**config.mk**
```make
export PLATFORM = sky130hd
export DESIGN_NAME = inst_fetch_queue
export DESIGN_NICKNAME = d
export VERILOG_FILES = /design/src/rtl/cpu_pkg.sv /design/src/rtl/fetch_fifo.sv /design/src/rtl/inst_fetch_queue.sv
export SDC_FILE = /design/constraint.sdc
export NUM_CORES = 1
export LEC_CHECK = 0
export BUFFER_PORTS_ARGS = -buffer_cell sky130_fd_sc_hd__buf_2
export CORE_MARGIN = 4
export CORE_UTILIZATION = 35
export CTS_BUF_LIST = sky130_fd_sc_hd__clkbuf_4 sky130_fd_sc_hd__clkbuf_8
export DETAILED_ROUTE_END_ITERATION = 8
export GPL_ROUTABILITY_DRIVEN = 0
export PLACE_DENSITY = 0.57
export SLEW_MARGIN = 25
export SYNTH_ARGS = -nofsm -noshare
export SYNTH_HDL_FRONTEND = slang
export SYNTH_SLANG_ARGS = --single-unit
```
**constraint.sdc**
```tcl
create_clock -name clk -period 3.15 [get_ports clk]
set_input_delay 0.63 -clock clk [delete_from_list [all_inputs] [get_ports clk]]
set_output_delay 0.63 -clock clk [all_outputs]
set_load 0.005 [all_outputs]
```
**src/rtl/cpu_pkg.sv**
```systemverilog
// rtl/cpu_pkg.sv - shared CPU widths, reset vector, fetch FSM states and fetch entry type
package cpu_pkg;

    localparam int ADDR_WIDTH = 16;
    localparam int DATA_WIDTH = 16;

    localparam logic [ADDR_WIDTH-1:0] RESET_PC = '0;

    typedef enum logic [1:0] {
        BOOT  = 2'd0,
        FETCH = 2'd1,
        HOLD  = 2'd2
    } fetch_state_t;

    typedef struct packed {
        logic [ADDR_WIDTH-1:0] pc;
        logic [DATA_WIDTH-1:0] inst;
    } fetch_entry_t;

endpackage

```
**src/rtl/fetch_fifo.sv**
```systemverilog
// rtl/fetch_fifo.sv - DEPTH-entry FIFO of fetch entries with synchronous clear
module fetch_fifo
    import cpu_pkg::*;
#(
    parameter int DEPTH = 4
) (
    input  logic                     clk,
    input  logic                     reset_n,
    input  logic                     i_push,
    input  fetch_entry_t             i_push_entry,
    input  logic                     i_pop,
    input  logic                     i_clear,
    output fetch_entry_t             o_head,
    output logic [$clog2(DEPTH):0]   o_count
);

    localparam int PW = $clog2(DEPTH);

    fetch_entry_t  r_mem [DEPTH];
    logic [PW-1:0] r_wr_ptr;
    logic [PW-1:0] r_rd_ptr;
    logic [PW:0]   r_count;

    // Storage, pointers and occupancy; clear wins over push and pop.
    always_ff @(posedge clk or negedge reset_n) begin
        if (!reset_n) begin
            r_wr_ptr <= '0;
            r_rd_ptr <= '0;
            r_count  <= '0;
            for (int i = 0; i < DEPTH; i++) begin
                r_mem[i] <= '0;
            end
        end else if (i_clear) begin
            r_wr_ptr <= '0;
            r_rd_ptr <= '0;
            r_count  <= '0;
        end else begin
            if (i_push) begin
                r_mem[r_wr_ptr] <= i_push_entry;
                r_wr_ptr        <= r_wr_ptr + PW'(1);
            end
            if (i_pop) begin
                r_rd_ptr <= r_rd_ptr + PW'(1);
            end
            r_count <= r_count + {{PW{1'b0}}, i_push} - {{PW{1'b0}}, i_pop};
        end
    end

    assign o_head  = r_mem[r_rd_ptr];
    assign o_count = r_count;

endmodule

```
**src/rtl/inst_fetch_queue.sv**
```systemverilog
// rtl/inst_fetch_queue.sv - fetch stage: pc, sram0 read issue, prefetch queue toward decode
module inst_fetch_queue #(
    parameter int ADDR_WIDTH = cpu_pkg::ADDR_WIDTH,
    parameter int DATA_WIDTH = cpu_pkg::DATA_WIDTH,
    parameter int DEPTH      = 4
) (
    input  logic                      clk,
    input  logic                      reset_n,
    output logic [ADDR_WIDTH-1:0]     inst_addr,
    output logic                      inst_re,
    input  logic [DATA_WIDTH-1:0]     inst_rdata,
    input  logic                      redirect_valid,
    input  logic [ADDR_WIDTH-1:0]     redirect_pc,
    input  logic                      halt,
    output logic                      out_valid,
    input  logic                      out_ready,
    output logic [DATA_WIDTH-1:0]     out_inst,
    output logic [ADDR_WIDTH-1:0]     out_pc,
    output logic [$clog2(DEPTH):0]    count
);

    localparam int CW = $clog2(DEPTH) + 1;

    cpu_pkg::fetch_state_t r_state;
    logic [ADDR_WIDTH-1:0] r_pc;
    logic                  r_pending;
    logic [ADDR_WIDTH-1:0] r_pending_pc;

    logic [CW:0]           w_occupancy;
    logic                  w_issue;
    logic                  w_push;
    logic                  w_pop;
    cpu_pkg::fetch_entry_t w_push_entry;
    cpu_pkg::fetch_entry_t w_head;
    logic [CW-1:0]         w_count;

    // Queued entries plus the one in flight must never exceed the queue size,
    // so a returning response always has a free slot.
    assign w_occupancy = {1'b0, w_count} + {{CW{1'b0}}, r_pending};
    assign w_issue     = (r_state == cpu_pkg::FETCH) && !halt && !redirect_valid
                         && (w_occupancy < (CW+1)'(DEPTH));
    assign w_push      = r_pending && !redirect_valid;
    assign w_pop       = out_valid && out_ready;

    assign w_push_entry.pc   = r_pending_pc;
    assign w_push_entry.inst = inst_rdata;

    // Fetch control FSM; redirects do not change the state.
    always_ff @(posedge clk or negedge reset_n) begin
        if (!reset_n) begin
            r_state <= cpu_pkg::BOOT;
        end else begin
            case (r_state)
                cpu_pkg::BOOT:  r_state <= halt ? cpu_pkg::HOLD : cpu_pkg::FETCH;
                cpu_pkg::FETCH: if (halt)  r_state <= cpu_pkg::HOLD;
                cpu_pkg::HOLD:  if (!halt) r_state <= cpu_pkg::FETCH;
                default:        r_state <= cpu_pkg::BOOT;
            endcase
        end
    end

    // Program counter and in-flight tracking; a redirect discards the in-flight read.
    always_ff @(posedge clk or negedge reset_n) begin
        if (!reset_n) begin
            r_pc         <= cpu_pkg::RESET_PC;
            r_pending    <= 1'b0;
            r_pending_pc <= '0;
        end else if (redirect_valid) begin
            r_pc      <= redirect_pc;
            r_pending <= 1'b0;
        end else begin
            r_pending <= w_issue;
            if (w_issue) begin
                r_pc         <= r_pc + ADDR_WIDTH'(1);
                r_pending_pc <= r_pc;
            end
        end
    end

    fetch_fifo #(
        .DEPTH (DEPTH)
    ) u_fetch_fifo (
        .clk          (clk),
        .reset_n      (reset_n),
        .i_push       (w_push),
        .i_push_entry (w_push_entry),
        .i_pop        (w_pop),
        .i_clear      (redirect_valid),
        .o_head       (w_head),
        .o_count      (w_count)
    );

    assign inst_addr = r_pc;
    assign inst_re   = w_issue;
    assign out_valid = (w_count != '0);
    assign out_inst  = w_head.inst;
    assign out_pc    = w_head.pc;
    assign count     = w_count;

endmodule

```
==> flow_summary.yaml, run 1 <==
setup_path:
  crit_path_cell_trace: "ha_1 > or3_1 > o211ai_1 > nand3_1 > inv_1 > buf_2"
  critPathSlowestCell: "dfrtp_1"
  critPathMaxStageDelay_ps: 460
  worstPathArrival_ps: 2100
  worstPathRequired_ps: 2520
  crit_fanout: 7
  crit_path_end_kind: "primary output"
  cp-start-kind: "flip-flop"
  worstSetupPathType: "reg2out"
clocking:
  insertion_delay_ps: 440
  clock_path_buffers: 2
  clkSlewWorstSetupHoldPaths_ps: 80
  cts_htree_levels: 4
  numCtsBuffers: 17
  cts_tree: "built"
  ctsHoldBuffers: 0
  root_buffer: "clkbuf_8"
  clkSinkCount: 170
  post_cts_buffers: 0
  cts.repair.resized: 0
global_route:
  overflow: 0
  grt_pass1_wl_um: 26800
  first_global_vias: 4891
  grt_usage_pct: 14.1
  grt_max_degree: 77
  antenna_found_initial: 0
detailed_routing:
  first_iter_violations: 179
  vias: 4646
  wl_um: 16500
  wl_per_cell_um: 18.5
  postRouteAntennaNets: 0
  drt_pass1_iterations: 5
  drc_errors: 0
  avgViaCountPerCell: 5.20
timing:
  finalHoldViolations: 0
  worstMarginPinSlew_ps: 718
  final-max-slew-violation-count: 0
  fin_crit_sh_pct: 86.7
  rsz0062_at_grt: "no"
  period_needed_ps: 2730
  finalSetupTns_ps: 0
  slew_headroom_pct: 52.1
  max_freq_mhz: 366
  skew_ps: 5.75
  setup_viol: 0
synthesis:
  yosys_register_bits: 170
  synth_cell_types: 38
  synth_area_per_cell_um2: 14.8
  synth_edf_count: 0
  ys_warn_count: 0
  synth_fp_nets: 558
  yosysSeqAreaShare_pct: 56.1
  synthFlopType: "dfrtp_1"
  syn_area_um2: 7590
  async_flop_share_pct: 100
  syn-instance-count: 512
cells_and_area:
  final_nets: 651
  nFillCells: 1937
  n_antenna_cell: 0
  drive_above_1_share_pct: 51.5
  layout_commonest_cell: "dfrtp_1"
  area_delta_synth_final_pct: 16.8
  mostFrequentLayoutCells: "dfrtp_1, mux2_2, buf_2"
  utilization_pct: 41.9
floorplanning:
  start_util_pct: 35.9
  dieArea_um2: 24100
  core_um2: 21200
  io_pins: 90
  row_count: 53
  die_x_um: 155
  die_y_um: 155
power_and_ir_drop:
  power.leakage_nw: 4.19
  max-vdd-ir-drop_uv: 414
  power.density_nw_per_um2: 681
  finalPower_mw: 6.03
outcome:
  outcome: "finished clean"
worst_hold_path:
  min_path_type: "in2async"
placement:
  io_buffers: 89
  dp_hpwl_um: 10800
job:
  maxCapViolCount: 0
cells in the mapped netlist, types with 6 or more instances:
master    instances  share of area (%)
a31oi_1          12               0.99
buf_1            12               0.59
clkbuf_1         10               0.49
dfrtp_1         170                 56
ha_1              8                1.3
inv_1             9               0.45
mux2_2          144                 21
mux4_2           32                9.5
nand2_1          15               0.74
nand3_1           8               0.53
nand4_1           6               0.49
nor2_1           20               0.99
o31ai_1          10               0.99
or4_1            11                1.1
flip-flops by register name, indices dropped and copies added (netlist names):
| name | cells |
|---|---|
| inst_addr | 16 |
| r_pending | 1 |
| r_pending_pc | 16 |
| r_state | 2 |
| u_fetch_fifo.o_count | 3 |
| u_fetch_fifo.r_mem | 128 |
| u_fetch_fifo.r_rd_ptr | 2 |
| u_fetch_fifo.r_wr_ptr | 2 |
report_power, final:
part | switching [mW] | leakage (nW) | internal (mW)
registers | 0.308 | 2.24 | 2.52
clock network | 0.734 | 0.231 | 0.971
logic | 0.631 | 1.72 | 0.875
total | 1.67 | 4.19 | 4.36
layout make-up:
cell class / instances / area (um^2) / area share (%)
sequential: 170 / 4260 / 48.0
clock buffer: 25 / 313 / 3.53
tap: 275 / 344 / 3.88
timing repair buffer: 102 / 587 / 6.62
clock inverter: 7 / 138 / 1.55
inverter: 10 / 37.5 / 0.423
multi-input combinational: 304 / 3190 / 36.0
critical path: cells and delay by family (launching register included):
| kind | cells | cell delay (ps) |
|---|---|---|
| AOI/OAI and AO/OA | 1 | 180 |
| adders and majority gates | 1 | 260 |
| buffers and inverters | 2 | 200 |
| DFF | 1 | 460 |
| and+or+nand+nor | 2 | 560 |
routing by layer:
layer / GRT usage [%] / vias up / routed length, um
met5: 0 / - / 0
met4: 2.96 / 0 / 139
met3: 3.76 / 10 / 768
met2: 21.7 / 117 / 7640
met1: 20.3 / 2415 / 7990
li1: - / 2104 / -
per-stage QoR:
step	hold slack, ps	std cells	cell area [um^2]	setup WS (ps)
after floorplan	334	512	7590	979
final	237	893	8860	418
after global routing	263	893	8860	226
after CTS	229	893	8860	328
after global placement	474	861	8410	696
after detailed placement	474	861	8410	636
path summary, 6_finish.rpt:
path / from / slack (ps) / cells after the start / to
worst min register to register: r_state[0]$_DFFE_PN0P_ / 480 / 1 / r_state[0]$_DFFE_PN0P_
worst max-delay path: u_fetch_fifo.o_count[1]$_DFF_PN0_ / 420 / 6 / inst_re
worst min-delay path: reset_n / 240 / 1 / u_fetch_fifo.r_mem[96]$_DFFE_PN0P_
worst max register to register: r_pending$_DFF_PN0_ / 890 / 9 / u_fetch_fifo.o_count[2]$_DFF_PN0_
min in group clk: halt / 380 / 2 / r_state[0]$_DFFE_PN0P_
max in group asynchronous: reset_n / 2210 / 2 / u_fetch_fifo.r_mem[43]$_DFFE_PN0P_
cells by family (layout without fill, tap and decap cells):
logic type                 count (synthesis)  count (layout)  synth area share [%]
muxes                                    177             177                  31.0
DFF                                      170             170                  56.1
AOI/OAI and AO/OA                         38              38                  3.49
and+or+nand+nor                           76              76                  5.36
xor gates and xnor gates                   4               4                 0.462
adders and majority gates                  9               9                  1.58
buffers and inverters                     38             144                  2.06
Note: power is estimated with default switching activity, not from simulation.
==> inputs of run 2 (changes only) <==
--- a/config.mk
+++ b/config.mk
@@ -7,11 +7,12 @@
 export LEC_CHECK = 0
 export BUFFER_PORTS_ARGS = -buffer_cell sky130_fd_sc_hd__buf_2
 export CORE_MARGIN = 4
-export CORE_UTILIZATION = 35
-export CTS_BUF_LIST = sky130_fd_sc_hd__clkbuf_4 sky130_fd_sc_hd__clkbuf_8
+export CORE_UTILIZATION = 40
+export CTS_BUF_LIST = sky130_fd_sc_hd__clkbuf_2
 export DETAILED_ROUTE_END_ITERATION = 8
 export GPL_ROUTABILITY_DRIVEN = 0
-export PLACE_DENSITY = 0.57
+export PLACE_DENSITY = 0.62
+export RECOVER_POWER = 100
 export SLEW_MARGIN = 25
 export SYNTH_ARGS = -nofsm -noshare
 export SYNTH_HDL_FRONTEND = slang
==> run 2 against run 1 <==
Compared with the run above:
- clock power down 32%
- register-to-register slack worse by 350 ps
- count of clock-buffer cells in the layout down 8
- non-clock buffer count up 6
- global-route usage up 1.6 points
- largest cell class unchanged
- cell count down 4.0%
- setup slack worse by 230 ps
- critical path type unchanged
- the flow now finishes with violations (max-capacitance violations, max-slew violations)
==> flow_summary.yaml, run 2 (synthesis results as in run 1) <==
global_route:
  grt_usage_pct: 15.7
  grt_pass1_wl_um: 27000
  first_global_vias: 5069
  grt_max_degree: 71
  antenna_found_initial: 0
  overflow: 0
worst_hold_path:
  min_path_type: "in2reg"
  hold_depth: 2
timing:
  rsz0062_at_grt: "no"
  setup_viol: 0
  setup_ws_ps: 189
  worstMarginPinSlew_ps: 1740
  skew_ps: 22.4
  period_needed_ps: 2960
  finalSetupTns_ps: 0
  slew_headroom_pct: -15.7
  max_freq_mhz: 338
  finalHoldViolations: 0
  fin_crit_sh_pct: 94.0
  final-max-slew-violation-count: 71
power_and_ir_drop:
  max-vdd-ir-drop_uv: 355
  finalPower_mw: 5.44
  power.density_nw_per_um2: 638
  power.leakage_nw: 3.99
detailed_routing:
  wl_per_cell_um: 19.1
  drc_errors: 0
  drt_pass1_iterations: 4
  vias: 4683
  first_iter_violations: 142
  postRouteAntennaNets: 0
  avgViaCountPerCell: 5.46
  wl_um: 16300
cells_and_area:
  final_cells: 857
  area_delta_synth_final_pct: 12.5
  top_register: "u_fetch_fifo.r_mem"
  mostFrequentLayoutCells: "dfrtp_1, mux2_2, buf_2"
  layout_commonest_cell: "dfrtp_1"
  largest_reg_flops: 128
  n_antenna_cell: 0
  drive_above_1_share_pct: 44.6
  final_nets: 657
  nFillCells: 1677
clocking:
  numCtsBuffers: 17
  insertion_delay_ps: 690
  root_buffer: "clkbuf_2"
  cts_tree: "built"
  clkSlewWorstSetupHoldPaths_ps: 210
  clkSinkCount: 170
  cts_htree_levels: 4
  clock_path_buffers: 2
setup_path:
  worstSetupPathType: "reg2out"
  r2r_end: "u_fetch_fifo.r_mem[109]$_DFFE_PN0P_"
  ff2ff_path_depth: 5
  worstPathRequired_ps: 2520
  setup.worst_path.start: "u_fetch_fifo.o_count[1]$_DFF_PN0_"
  cp-start-kind: "flip-flop"
  crit_fanout: 7
  r2r_slack_ps: 540
  endpoint: "inst_re"
  crit_path_end_kind: "primary output"
  worstReg2RegStart: "r_pending$_DFF_PN0_"
  worstPathArrival_ps: 2330
floorplanning:
  io_pins: 90
  row_count: 50
  core_um2: 18700
  start_util_pct: 40.6
  die_y_um: 146
  dieArea_um2: 21200
  die_x_um: 146
placement:
  dp_hpwl_um: 11300
  dpl_worst_slack_ps: 770
  placedCellCount: 824
  io_buffers: 89
outcome:
  outcome: "finished with violations"
  violations: "max-capacitance violations, max-slew violations"
job:
  maxCapViolCount: 1
[run 2: power breakdown]
part           total (mW)  switching, mW  internal [mW]  leakage (nW)
Sequential           2.81          0.292           2.51          2.24
Clock                1.15          0.719          0.427         0.136
Combinational        1.49          0.660          0.831          1.62
[run 2: through the flow]
stage | hold WS (ps) | cell area [um^2] | util (%)
floorplan | 334 | 7590 | -
global placement | 471 | 8380 | 44.8
detailed placement | 489 | 8380 | 44.8
CTS | 31.8 | 8640 | 46.2
global route | 14.4 | 8540 | 45.6
finish | 121 | 8540 | 45.6
[run 2: final cells by class]
| cell class | count | area (um^2) | share of cell area, % |
|---|---|---|---|
| Inverter | 10 | 37.5 | 0.440 |
| Sequential cell | 170 | 4260 | 49.9 |
| Clock buffer | 17 | 85.1 | 0.997 |
| Clock inverter | 14 | 155 | 1.82 |
| Multi-Input combinational cell | 304 | 3180 | 37.3 |
| Tap cell | 234 | 293 | 3.43 |
| Timing Repair Buffer | 108 | 526 | 6.16 |
[run 2: worst min path at each step]
stage                                                   from                                 end
after floorplan                                      reset_n            inst_addr[0]$_DFFE_PN0P_
after global placement                r_state[0]$_DFFE_PN0P_              r_state[0]$_DFFE_PN0P_
after detailed placement  u_fetch_fifo.r_mem[63]$_DFFE_PN0P_  u_fetch_fifo.r_mem[63]$_DFFE_PN0P_
after CTS                                               halt              r_state[0]$_DFFE_PN0P_
after global routing                                    halt              r_state[0]$_DFFE_PN0P_
final                                                   halt              r_state[0]$_DFFE_PN0P_
[run 2: what timing repair did]
action / CTS / global route
resized for setup: 1 / 0
hold buffers: 1 / 0
setup endpoints to repair: 1 / 0
setup buffers: 1 / 0
endpoints found under the hold margin: 67 / 0
[run 2: critical path: stages, from the launching register on]
cell      delay (ps)
dfrtp_1          510
ha_1             260
or3_1            330
o211ai_1         190
nand3_2          180
inv_1             80
buf_2            110
[run 2: routing by layer]
layer  share of wire (%)  GRT usage [%]  wire length, um
met1                  46           21.8             7580
met2                  48           25.4             7800
met3                 4.8           3.80              787
met4                 1.1           3.51              176
met5                   0              0                0
==> inputs of run 3 (changes only) <==
--- a/config.mk
+++ b/config.mk
@@ -5,6 +5,7 @@
 export SDC_FILE = /design/constraint.sdc
 export NUM_CORES = 1
 export LEC_CHECK = 0
+export ABC_AREA = 1
 export BUFFER_PORTS_ARGS = -buffer_cell sky130_fd_sc_hd__buf_2
 export CORE_MARGIN = 4
 export CORE_UTILIZATION = 40
==> run 3 against run 2 <==
Compared with the run above:
- the flow still finishes with violations (max-capacitance violations, max-slew violations)
- non-clock buffer count stayed put
- flip-flop and latch count unchanged
- cell count up 47%
- sequential power down 1%
- global-route usage increased by 2.1 points
==> flow_summary.yaml, run 3 <==
outcome:
  outcome: "finished with violations"
  violations: "max-capacitance violations, max-slew violations"
worst_hold_path:
  min_path_type: "in2reg"
job:
  maxCapViolCount: 1
timing:
  fin_crit_sh_pct: 92.8
  finalHoldViolations: 0
  rsz0062_at_grt: "no"
  skew_ps: 19.9
  max_freq_mhz: 342
  worstMarginPinSlew_ps: 1890
  slew_headroom_pct: -26.2
  final-max-slew-violation-count: 74
  setup_viol: 0
  period_needed_ps: 2920
  finalSetupTns_ps: 0
setup_path:
  worstPathArrival_ps: 2290
  critPathSlowestCell: "dfrtp_2"
  critPathMaxStageDelay_ps: 620
  crit_fanout: 35
  cp-start-kind: "flip-flop"
  crit_path_cell_trace: "inv_2 > buf_4 > o21ai_0 > o22ai_1 > clkbuf_1"
  worstPathRequired_ps: 2520
  worstSetupPathType: "reg2out"
  crit_path_end_kind: "primary output"
global_route:
  use_met3_pct: 4.69
  globalRouteMet1Util_pct: 26.0
  antenna_found_initial: 1
  use_met2_pct: 27.1
  overflow: 0
  grt_pass1_wl_um: 31900
  grt_busiest_layer: "met2"
  grt_usage_pct: 17.9
  grt_max_degree: 75
  first_global_vias: 6257
power_and_ir_drop:
  p_clk_share_pct: 23.3
  max-vdd-ir-drop_uv: 296
  p_comb_share_pct: 28.5
  swShare_pct: 35.3
  power.density_nw_per_um2: 669
  finalPower_mw: 5.74
  seqPwrFrac_pct: 48.2
  switchingPower_mw: 2.03
  power.leakage_nw: 4.14
  internal_power_mw: 3.71
clocking:
  insertion_delay_ps: 720
  numCtsBuffers: 17
  post_cts_buffers: 0
  clock_path_buffers: 2
  root_buffer: "clkbuf_2"
  clkSinkCount: 170
  clkSlewWorstSetupHoldPaths_ps: 230
  cts_tree: "built"
  cts_htree_levels: 4
synthesis:
  yosys-top-cells-area: "dfrtp_1, o21ai_0, nand2_1"
  yosysSeqAreaShare_pct: 55.2
  synth_cell_types: 26
  yosys_register_bits: 170
  synth_area_per_cell_um2: 8.41
  ys_warn_count: 0
  synth_edf_count: 0
  synth_top_area_cell: "dfrtp_1"
  synthFlopType: "dfrtp_1"
  ys_top_cells_by_count: "nand2_1, o21ai_0, dfrtp_1, nor2_1, inv_1"
  async_flop_share_pct: 100
  synth_top_area_share_pct: 55.2
  syn-instance-count: 916
  synth_fp_nets: 962
  syn_area_um2: 7710
cells_and_area:
  stdcell_area_um2: 8580
  area_delta_synth_final_pct: 11.4
  final_nets: 1036
  largest_reg_flops: 128
  mostFrequentLayoutCells: "o21ai_0, nand2_1, dfrtp_1"
  utilization_pct: 45.6
  layout_commonest_cell: "o21ai_0"
  final_cells: 1264
  drive_above_1_share_pct: 10.2
  top_register: "u_fetch_fifo.r_mem"
floorplanning:
  start_util_pct: 40.9
  die_y_um: 147
  core_um2: 18800
  die_x_um: 147
  io_pins: 90
  row_count: 50
  dieArea_um2: 21600
placement:
  io_buffers: 89
  placedCellCount: 1229
  dp_hpwl_um: 11800
  dpl_cell_area_um2: 8380
detailed_routing:
  first_iter_violations: 464
  drt_pass1_iterations: 5
  postRouteAntennaNets: 0
  avgViaCountPerCell: 5.02
  wl_um: 18500
  vias: 6340
  drc_errors: 0
  wl_per_cell_um: 14.6
-- run 3: cell types whose count changed in the layout (fill, tap and decap cells not counted), moves of 33 or more --
cell	change
nand2_1	+196
nand3_1	+33
o21ai_0	+213
mux2_2	-144
nor2_1	+71
inv_1	+59
-- run 3: power groups by stage --
stage	registers (mW)	logic, mW	clock network (mW)
after floorplan	2.70	1.07	0
after detailed placement	2.80	1.74	0
after global placement	2.80	1.71	0
after global routing	2.81	1.91	1.48
final	2.77	1.64	1.34
after CTS	2.76	1.75	1.38
-- run 3: repair_timing --
action                     CTS  global route
hold buffers                 1             1
setup endpoints to repair    0             9
hold endpoints to repair    70             1
gates resized for setup      0             1
-- run 3: metrics by stage --
stage	setup slack, ps	hold WS (ps)
after floorplan	1000	334
after global placement	920	449
after detailed placement	887	455
after CTS	83.8	2.55
after global routing	8.67	-0.00988
final	225	97.7
-- run 3: worst max-delay path: cells and delay by family, from the launching register on --
family	cells	cell delay (ps)
AOI/OAI and AO/OA	2	340
buffers and inverters	3	590
DFF	1	620
-- run 3: cell families (layout without fill, tap and decap cells) --
logic type                 Yosys count  count (layout)  synth area share, %
and+or+nand+nor                    352             352                 18.3
buffers and inverters              122             209                 6.69
DFF                                170             170                 55.2
adders and majority gates            9               9                 1.56
AOI/OAI and AO/OA                  258             258                 17.6
other                                0               1                    0
xor gates and xnor gates             5               5                0.568
-- run 3: layer usage --
metal	part of all wire, %	up-vias
met2	44	174
met3	5.9	9
li1	-	3159
met4	0.66	0
met5	0	-
met1	49	2998
-- run 3: cell type report --
| class | instances | area, um^2 |
|---|---|---|
| Antenna cell | 1 | 2.50 |
| Clock buffer | 17 | 85.1 |
| Clock inverter | 15 | 205 |
| Fill cell | 1931 | 10200 |
| Inverter | 69 | 259 |
| Multi-Input combinational cell | 624 | 2910 |
| Sequential cell | 170 | 4260 |
| Tap cell | 260 | 325 |
| Timing Repair Buffer | 108 | 544 |
-- run 3: final timing paths --
check                                                startpoint                             endpoint  slack (ps)  cells past startpoint
min                                             redirect_pc[15]            inst_addr[15]$_DFFE_PN0P_         100                      3
min reg2reg                              r_state[0]$_DFFE_PN0P_               r_state[0]$_DFFE_PN0P_         470                      1
max in group asynchronous                               reset_n          r_pending_pc[8]$_DFFE_PN0P_         810                      3
min in group asynchronous                               reset_n   u_fetch_fifo.r_mem[79]$_DFFE_PN0P_         950                      2
max                        u_fetch_fifo.r_rd_ptr[0]$_DFFE_PN0P_                            out_pc[1]         230                      5
max reg2reg                                 r_pending$_DFF_PN0_  u_fetch_fifo.r_mem[120]$_DFFE_PN0P_         650                      5
